==> src/rtl/param_dump_sequencer.sv <==
// Parameter readback sequencer: walks the env/osc/m1/m2/com banks and streams
// every parameter out as one SysEx dump message over a valid/ready byte link.
module param_dump_sequencer #(
    parameter int         ADR_W      = 6,
    parameter int         BANK_DEPTH = 64,
    parameter int         READ_LAT   = 2,
    parameter logic [7:0] MFR_ID     = 8'h7D
) (
    input  logic             CLOCK_25,
    input  logic             reset_reg,
    input  logic             dump_req,
    input  logic             abort,
    output logic [2:0]       rd_bank_adr,
    output logic [ADR_W-1:0] rd_adr,
    output logic             rd_en,
    output logic             env_sel,
    output logic             osc_sel,
    output logic             m1_sel,
    output logic             m2_sel,
    output logic             com_sel,
    input  logic [6:0]       rd_data,
    output logic [7:0]       tx_byte,
    output logic             tx_valid,
    input  logic             tx_ready,
    output logic             busy,
    output logic             done
);

    typedef enum logic [2:0] {
        S_IDLE = 3'd0,
        S_SOF  = 3'd1,
        S_HDR  = 3'd2,
        S_BNK  = 3'd3,
        S_RD   = 3'd4,
        S_DAT  = 3'd5,
        S_EOF  = 3'd6
    } state_t;

    localparam logic [7:0]       SOF_BYTE  = 8'hF0;
    localparam logic [7:0]       EOF_BYTE  = 8'hF7;
    localparam logic [ADR_W-1:0] LAST_ADR  = ADR_W'(BANK_DEPTH - 1);
    localparam logic [2:0]       LAT_LAST  = 3'(READ_LAT - 1);
    localparam logic [2:0]       LAST_BANK = 3'd4;

    // Bank walk order maps index 0..4 onto codes 0,1,2,3,5; code 4 is skipped.
    function automatic logic [2:0] bank_code(input logic [2:0] idx);
        logic [2:0] code;
        case (idx)
            3'd0:    code = 3'd0;
            3'd1:    code = 3'd1;
            3'd2:    code = 3'd2;
            3'd3:    code = 3'd3;
            3'd4:    code = 3'd5;
            default: code = 3'd0;
        endcase
        return code;
    endfunction

    // One-hot select vector ordered {com, m2, m1, osc, env}.
    function automatic logic [4:0] bank_sel(input logic [2:0] code);
        logic [4:0] sel;
        case (code)
            3'd0:    sel = 5'b00001;
            3'd1:    sel = 5'b00010;
            3'd2:    sel = 5'b00100;
            3'd3:    sel = 5'b01000;
            3'd5:    sel = 5'b10000;
            default: sel = 5'b00000;
        endcase
        return sel;
    endfunction

    state_t     state_r;
    logic [2:0] bank_idx_r;
    logic [2:0] lat_cnt_r;
    logic       abort_pend_r;

    logic       hs_s;
    logic       abort_now_s;
    logic [2:0] cur_code_s;
    logic [2:0] next_code_s;

    // Handshake qualifier and the effective abort (fresh pulse or one latched earlier).
    always_comb begin
        hs_s        = tx_valid & tx_ready;
        abort_now_s = abort | abort_pend_r;
        cur_code_s  = bank_code(bank_idx_r);
        next_code_s = bank_code(bank_idx_r + 3'd1);
    end

    // Dump sequencer: state, read port and transmit byte are all registered here.
    always_ff @(posedge CLOCK_25) begin
        if (reset_reg) begin
            state_r      <= S_IDLE;
            bank_idx_r   <= 3'd0;
            lat_cnt_r    <= 3'd0;
            abort_pend_r <= 1'b0;
            rd_bank_adr  <= 3'd0;
            rd_adr       <= '0;
            rd_en        <= 1'b0;
            {com_sel, m2_sel, m1_sel, osc_sel, env_sel} <= 5'b00000;
            tx_byte      <= 8'h00;
            tx_valid     <= 1'b0;
            busy         <= 1'b0;
            done         <= 1'b0;
        end else begin
            done <= 1'b0;
            case (state_r)
                S_IDLE: begin
                    // The done cycle is already IDLE, so a request there must be refused.
                    if (dump_req && !done) begin
                        state_r      <= S_SOF;
                        tx_byte      <= SOF_BYTE;
                        tx_valid     <= 1'b1;
                        busy         <= 1'b1;
                        bank_idx_r   <= 3'd0;
                        rd_bank_adr  <= bank_code(3'd0);
                        rd_adr       <= '0;
                        abort_pend_r <= 1'b0;
                    end else begin
                        tx_valid <= 1'b0;
                        busy     <= 1'b0;
                    end
                end
                S_SOF: begin
                    if (hs_s) begin
                        state_r <= S_HDR;
                        tx_byte <= MFR_ID;
                    end
                end
                S_HDR: begin
                    if (hs_s && abort_now_s) begin
                        state_r      <= S_EOF;
                        tx_byte      <= EOF_BYTE;
                        abort_pend_r <= 1'b0;
                    end else if (hs_s) begin
                        state_r <= S_BNK;
                        tx_byte <= {5'b00000, cur_code_s};
                    end else begin
                        abort_pend_r <= abort_now_s;
                    end
                end
                S_BNK: begin
                    if (hs_s && abort_now_s) begin
                        state_r      <= S_EOF;
                        tx_byte      <= EOF_BYTE;
                        abort_pend_r <= 1'b0;
                    end else if (hs_s) begin
                        state_r   <= S_RD;
                        rd_adr    <= '0;
                        rd_en     <= 1'b1;
                        {com_sel, m2_sel, m1_sel, osc_sel, env_sel} <= bank_sel(cur_code_s);
                        tx_valid  <= 1'b0;
                        lat_cnt_r <= 3'd0;
                    end else begin
                        abort_pend_r <= abort_now_s;
                    end
                end
                S_RD: begin
                    if (abort_now_s) begin
                        // Discard the read in flight and close the frame straight away.
                        state_r      <= S_EOF;
                        rd_en        <= 1'b0;
                        {com_sel, m2_sel, m1_sel, osc_sel, env_sel} <= 5'b00000;
                        tx_byte      <= EOF_BYTE;
                        tx_valid     <= 1'b1;
                        abort_pend_r <= 1'b0;
                    end else if (lat_cnt_r == LAT_LAST) begin
                        state_r  <= S_DAT;
                        rd_en    <= 1'b0;
                        {com_sel, m2_sel, m1_sel, osc_sel, env_sel} <= 5'b00000;
                        tx_byte  <= {1'b0, rd_data};
                        tx_valid <= 1'b1;
                    end else begin
                        lat_cnt_r <= lat_cnt_r + 3'd1;
                    end
                end
                S_DAT: begin
                    if (hs_s && abort_now_s) begin
                        state_r      <= S_EOF;
                        tx_byte      <= EOF_BYTE;
                        abort_pend_r <= 1'b0;
                    end else if (hs_s && (rd_adr != LAST_ADR)) begin
                        state_r   <= S_RD;
                        rd_adr    <= rd_adr + ADR_W'(1);
                        rd_en     <= 1'b1;
                        {com_sel, m2_sel, m1_sel, osc_sel, env_sel} <= bank_sel(cur_code_s);
                        tx_valid  <= 1'b0;
                        lat_cnt_r <= 3'd0;
                    end else if (hs_s && (bank_idx_r != LAST_BANK)) begin
                        state_r     <= S_BNK;
                        bank_idx_r  <= bank_idx_r + 3'd1;
                        rd_bank_adr <= next_code_s;
                        tx_byte     <= {5'b00000, next_code_s};
                    end else if (hs_s) begin
                        state_r <= S_EOF;
                        tx_byte <= EOF_BYTE;
                    end else begin
                        abort_pend_r <= abort_now_s;
                    end
                end
                S_EOF: begin
                    if (hs_s) begin
                        state_r      <= S_IDLE;
                        tx_valid     <= 1'b0;
                        busy         <= 1'b0;
                        done         <= 1'b1;
                        abort_pend_r <= 1'b0;
                    end
                end
                default: begin
                    state_r  <= S_IDLE;
                    rd_en    <= 1'b0;
                    {com_sel, m2_sel, m1_sel, osc_sel, env_sel} <= 5'b00000;
                    tx_valid <= 1'b0;
                    busy     <= 1'b0;
                end
            endcase
        end
    end

endmodule

==> config.mk <==
export PLATFORM = sky130hd
export DESIGN_NAME = param_dump_sequencer
export DESIGN_NICKNAME = d
export VERILOG_FILES = /design/src/rtl/param_dump_sequencer.sv
export SDC_FILE = /design/constraint.sdc
export NUM_CORES = 1
export LEC_CHECK = 0
export ABC_AREA = 1
export CORE_ASPECT_RATIO = 0.5
export CORE_MARGIN = 2
export CORE_UTILIZATION = 35
export DETAILED_ROUTE_END_ITERATION = 6
export HOLD_SLACK_MARGIN = 0.03
export PLACE_DENSITY = 0.63
export SYNTH_ARGS = -nofsm -noshare
export SYNTH_HDL_FRONTEND = slang
export SYNTH_SLANG_ARGS = --single-unit
export TNS_END_PERCENT = 20
==> constraint.sdc <==
create_clock -name CLOCK_25 -period 3.7 [get_ports CLOCK_25]
set_input_delay 0.555 -clock CLOCK_25 [delete_from_list [all_inputs] [get_ports CLOCK_25]]
set_output_delay 0.555 -clock CLOCK_25 [all_outputs]
set_load 0.02 [all_outputs]
==> results.cfg, run 1 <==
[status]
status = finished, final reports clean

[setup_path]
worstPathArrival_ns = 2.18
path_class = in -> reg
path_max_fanout = 7
slowest_stage = clkdlybuf4s50_1
crit_buf_inv = 1
start_kind = input port
critPathMaxStageDelay_ns = 0.47
crit_top_cell = nand2_1
crit_family = simple AND/OR/NAND/NOR gates
worstPathCellList = clkdlybuf4s50_1 -> nor2_2 -> nor2_1 -> nand2_1 -> nand2_1 -> a21oi_4 -> nand2_2 -> nand2_1 -> a21oi_1
cp_data_required_time_ns = 3.87
critPathCaptureType = register

[global_routing]
grtUsageMet3_pct = 4.64
grtUsageMet1_pct = 24.7
grt_antenna_before_repair = 0
gr-usage-all-layers_pct = 17.9
first_global_vias = 2328
overflow = 0
grtUsageMet2_pct = 26.0
grt-busiest-layer = met2
grt_max_degree = 29
grt_pass1_wl_mm = 10.9

[clock_tree]
cts.sinks = 36
path_clk_slew_ns = 0.06
cts_resized = 0
cts_root_buf = clkbuf_16
cts_tree = done
postCtsSetupRepairBufs = 0
cts_buffers = 5
cts_hold_buf = 0
cts_htree_levels = 2
clockBufferDepth = 2
clk_latency_ns = 0.29

[sta]
fin_crit_sh_pct = 54.3
rsz0062_at_grt = no
tightest_slew_ns = 0.520
finalSetupTns_ns = 0
hold_viol_final = 0
slew_violations = 0
setup_viol = 0
max_freq_ghz = 0.498
period_minus_slack_ns = 2.01
slew_headroom_pct = 65.3
skew_ns = 0.00585

[synthesis]
netlist_instances = 382
seq_area_frac_synth_pct = 28.7
synth.distinct_cells = 34
syn_area_mm2 = 0.00251
synthFlopType = dfxtp_1
ys_ff_latch = 36
synth_enable_flop_cells = 0
avgSynthCellArea_um2 = 6.57
syn_nets = 405
async_reset_ff_share_pct = 0
yosys_warnings = 0

[place]
routabilityCongestion = 0.998
port_buffers = 37
dp_hpwl_mm = 5.05

[hold_path]
min_path_type = reg -> reg

[route]
viasPerCell = 4.87
firstDrtPassIters = 4
ant_nets = 0
drtIter0Drc = 127
vias = 2487
drc_errors = 0
wl_mm = 6.67
wl_per_cell_um = 13.0

[final_layout]
nets = 441
diodes = 0
finish.utilization_pct = 45.5
area_growth_pct = 23.3
drive_gt1_share_pct = 12.9

[die]
die_h_um = 63.9
pin_count = 38
rows = 21
die_area_mm2 = 0.00791
start_util_pct = 36.9
fp.dieW_um = 124
core_mm2 = 0.00681

[power_and_ir_drop]
power.internal_mw = 1.06
p_sw_share_pct = 42.8
pwr-share-clk_pct = 26.4
peakVddDrop_v = 0.000259
p_switching_mw = 0.794
power.density_mw_per_mm2 = 600
seq_power_share_pct = 28.2
p_comb_share_pct = 45.4
p_leak_nw = 1.29

[job]
maxCapViolations = 0
-- cells by family after synthesis --
family          share of synthesized area (%)
compound gates                           11.2
simple gates                             44.2
flops                                    28.7
xor+xnor                                 1.40
buf+inv                                  9.02
fa+ha+maj                                5.48
-- area by class of cell --
| cell class | instances | area [um2] |
|---|---|---|
| clock buffer | 5 | 125 |
| clock inverter | 3 | 42.5 |
| fill | 720 | 3710 |
| inverter | 38 | 151 |
| multi-input combinational | 299 | 1560 |
| sequential | 36 | 721 |
| tap | 92 | 115 |
| timing repair buffer | 38 | 378 |
-- through the flow --
step / cells / hold WS (ns) / instance area (um2) / setup slack [ns] / power [mW]
6_report: 511 / 0.466 / 3100 / 1.69 / 1.86
5_1_grt: 511 / 0.497 / 3100 / 1.52 / 1.98
4_1_cts: 511 / 0.465 / 3100 / 1.71 / 1.86
3_5_place_dp: 503 / 0.456 / 2930 / 1.40 / 1.36
3_3_place_gp: 503 / 0.451 / 2930 / 1.44 / 1.36
2_1_floorplan: 382 / 0.453 / 2510 / 2.05 / 1.15
-- cells in the final DEF, fill, tap and decap left out, types with 5 or more instances in the layout --
master             n
nor2_1            52
nand4_1            6
a21oi_1           27
nand3_1           32
o21ai_0           11
nor2_4             6
dfxtp_1           36
clkdlybuf4s50_1   37
nand2_1          112
nand2_2            9
inv_2              6
clkbuf_16          5
ha_1              11
inv_1             27
-- cell usage after synthesis, types with 4 or more instances --
master   count  area (um2)
nand2_1    112         420
nor2_1      52         195
dfxtp_1     36         721
nand3_1     32         160
a21oi_1     27         135
inv_1       27         101
ha_1        11         138
o21ai_0     11        55.1
nand2_2      9        56.3
inv_2        6        22.5
nand4_1      6        37.5
nor2_4       6        67.6
buf_6        5        56.3
a21oi_2      4        35.0
nand3_2      4        40.0
nor2_2       4        25.0
nor3_1       4        20.0
-- sequential cells by signal, indices dropped and copies added, names as in the netlist, 3 cells and up --
| name | count |
|---|---|
| tx_byte | 8 |
| rd_adr | 6 |
| bank_idx_r | 3 |
| lat_cnt_r | 3 |
| rd_bank_adr | 3 |
| state_r | 3 |
-- worst register-to-register path, stage by stage, from the launching register on --
cell and delay (ns):
dfxtp_1 0.63, nand3_4 0.30, inv_4 0.27, nand2_1 0.27, nand3_2 0.22, nand2_1 0.07, a21oi_1 0.14
-- power groups by stage --
stage	registers, mW	clock network, mW	logic, mW
after global routing	0.534	0.517	0.927
after CTS	0.524	0.500	0.833
final	0.523	0.491	0.842
after global placement	0.532	0	0.833
after detailed placement	0.532	0	0.830
after floorplan	0.544	0	0.609
-- per-layer routing --
metal  vias to the layer above  routed length (um)
li1                       1297                   -
met1                      1111                3400
met2                        73                2700
met3                         6                 456
met4                         0                 103
met5                         -                   0
-- final timing paths --
path                            cells past startpoint        endpoint  slack, ns  startpoint
worst max-delay path                                9  rd_bank_adr[1]       1.69       abort
worst min-delay path                                2      tx_byte[3]       0.47  tx_byte[3]
worst max register to register                      6       rd_adr[1]       1.74  state_r[2]
worst min register to register                      2      tx_byte[3]       0.47  tx_byte[3]
Power figures use the tool's default switching activity.
==> run 2, diff against run 1 <==
--- a/config.mk
+++ b/config.mk
@@ -11,7 +11,7 @@
 export CORE_UTILIZATION = 35
 export DETAILED_ROUTE_END_ITERATION = 6
 export HOLD_SLACK_MARGIN = 0.03
-export PLACE_DENSITY = 0.63
+export PLACE_DENSITY = 0.65
 export SYNTH_ARGS = -nofsm -noshare
 export SYNTH_HDL_FRONTEND = slang
 export SYNTH_SLANG_ARGS = --single-unit
==> constraint.sdc (replaced) <==
create_clock -name CLOCK_25 -period 1.75 [get_ports CLOCK_25]
set_input_delay 0.2625 -clock CLOCK_25 [delete_from_list [all_inputs] [get_ports CLOCK_25]]
set_output_delay 0.2625 -clock CLOCK_25 [all_outputs]
set_load 0.02 [all_outputs]
==> results.cfg, run 2 (synthesized netlist as in run 1, its figures left out) <==
[status]
status = finished, final reports clean

[global_routing]
grt_pass1_wl_mm = 11.6
first_global_vias = 2395
grt_max_degree = 16
overflow = 0
grt_antenna_before_repair = 0
gr-usage-all-layers_pct = 18.9

[sta]
period_minus_slack_ns = 1.68
max_freq_ghz = 0.594
setup_viol = 0
tightest_slew_ns = 0.410
hold_viol_final = 0
slew_violations = 0
slew_headroom_pct = 72.6
fin_crit_sh_pct = 96.3
skew_ns = 0.00639
rsz0062_at_grt = yes

[clock_tree]
clockBufferDepth = 2
cts_buffers = 5
cts_tree = done
postCtsSetupRepairBufs = 0
cts_hold_buf = 0
clk_latency_ns = 0.29
cts_resized = 0
cts_root_buf = clkbuf_16
cts_htree_levels = 2
path_clk_slew_ns = 0.06
cts.sinks = 36

[power_and_ir_drop]
power.density_mw_per_mm2 = 1230
peakVddDrop_v = 0.000404
p_switching_mw = 1.73
power.internal_mw = 2.43
p_sw_share_pct = 41.6
seq_power_share_pct = 24.9
pwr-share-clk_pct = 24.7
p_leak_nw = 1.46
p_comb_share_pct = 50.4

[route]
firstDrtPassIters = 4
vias = 2596
wl_mm = 6.96
wl_per_cell_um = 12.8
ant_nets = 0
drc_errors = 0
viasPerCell = 4.79
drtIter0Drc = 143

[final_layout]
diodes = 0
reg_top3 = tx_byte (8), rd_adr (6)
fillCellCount = 699
nets = 472
area_growth_pct = 35.1
layout_commonest_cell = nand2_1
fin_cells = 542
final_cell_mix = nand2_1 (111), nor2_1 (52), clkdlybuf4s50_1 (37), dfxtp_1 (33), nand3_1 (32)
top_register = tx_byte
finish.utilization_pct = 49.8
largest_reg_flops = 8
drive_gt1_share_pct = 19.8

[setup_path]
path_max_fanout = 5
cp_data_required_time_ns = 1.49
rrSetupSlack_ns = 0.14
critPathMaxStageDelay_ns = 0.60
slowest_stage = clkdlybuf4s50_1
critPathCaptureType = primary output
r2r-end = bank_idx_r[0]
path_class = reg -> out
worstPathCellList = buf_4 -> clkdlybuf4s50_1
crit_buf_inv = 2
worstPathArrival_ns = 1.42
rr_startpoint = bank_idx_r[0]
reg2reg_depth = 10
crit_family = buffers and inverters
start_kind = register

[hold_path]
min_to = rd_bank_adr[1]
min_path_type = reg -> reg
hold_depth = 2
min_from = rd_bank_adr[1]

[place]
routabilityCongestion = 0.979
port_buffers = 37
placedCellCount = 534
dp_hpwl_mm = 5.43

[die]
die_h_um = 63.9
core_mm2 = 0.00681
rows = 21
start_util_pct = 36.9
pin_count = 38
die_area_mm2 = 0.00791
fp.dieW_um = 124

[job]
maxCapViolations = 0
-- run 2: cell count changes in the layout (fill, tap and decap cells not counted), sizes merged --
cell  change
buf      +31
-- run 2: layer usage --
metal / up-vias / part of all wire, % / global-route usage [%]
li1: 1354 / - / -
met1: 1171 / 50 / 26.6
met2: 64 / 43 / 28.4
met3: 7 / 6.5 / 4.73
met4: 0 / 0.99 / 5.68
met5: - / 0 / 0
-- run 2: cell type report --
class,instances,area (um2),share of cell area [%]
Clock inverter,3,42.5,1.25
Timing Repair Buffer,69,648,19.1
Inverter,38,151,4.46
Tap cell,92,115,3.39
Sequential cell,36,724,21.4
Clock buffer,5,125,3.69
Multi-Input combinational cell,299,1590,46.7
-- run 2: per-stage QoR --
step	cell area [um2]	setup slack (ns)	power [mW]	hold WS (ns)	TNS, ns
global route	3390	-0.0137	4.47	0.477	-0.0267
global placement	3200	-0.183	3.11	0.451	-3.02
CTS	3370	0.0312	4.14	0.464	0
detailed placement	3200	-0.201	3.10	0.455	-3.66
finish	3390	0.0651	4.17	0.459	0
floorplan	2510	0.103	2.44	0.453	0
-- run 2: power groups by stage --
stage	clock network (mW)	registers, mW	logic [mW]
finish	1.03	1.04	2.10
global route	1.10	1.05	2.32
CTS	1.05	1.03	2.05
detailed placement	0	1.05	2.05
global placement	0	1.05	2.05
floorplan	0	1.15	1.29
-- run 2: worst max-delay path by stage --
| stage | startpoint | to | slack [ns] | depth (start not counted) |
|---|---|---|---|---|
| 6_report | rd_adr[2] | rd_adr[2] | 0.07 | 2 |
| 5_1_grt | rd_adr[0] | env_sel | -0.01 | 7 |
| 4_1_cts | bank_idx_r[0] | bank_idx_r[1] | 0.03 | 10 |
| 3_5_place_dp | abort | bank_idx_r[1] | -0.20 | 9 |
| 3_3_place_gp | abort | bank_idx_r[1] | -0.18 | 9 |
| 2_1_floorplan | rd_adr[0] | rd_bank_adr[0] | 0.10 | 8 |
-- run 2: worst register-to-register path: cells and delay by family (launching register included) --
kind | cells | cell delay, ns
compound gates | 2 | 0.33
fa+ha+maj | 1 | 0.20
buf+inv | 2 | 0.13
flops | 1 | 0.37
simple gates | 5 | 0.47
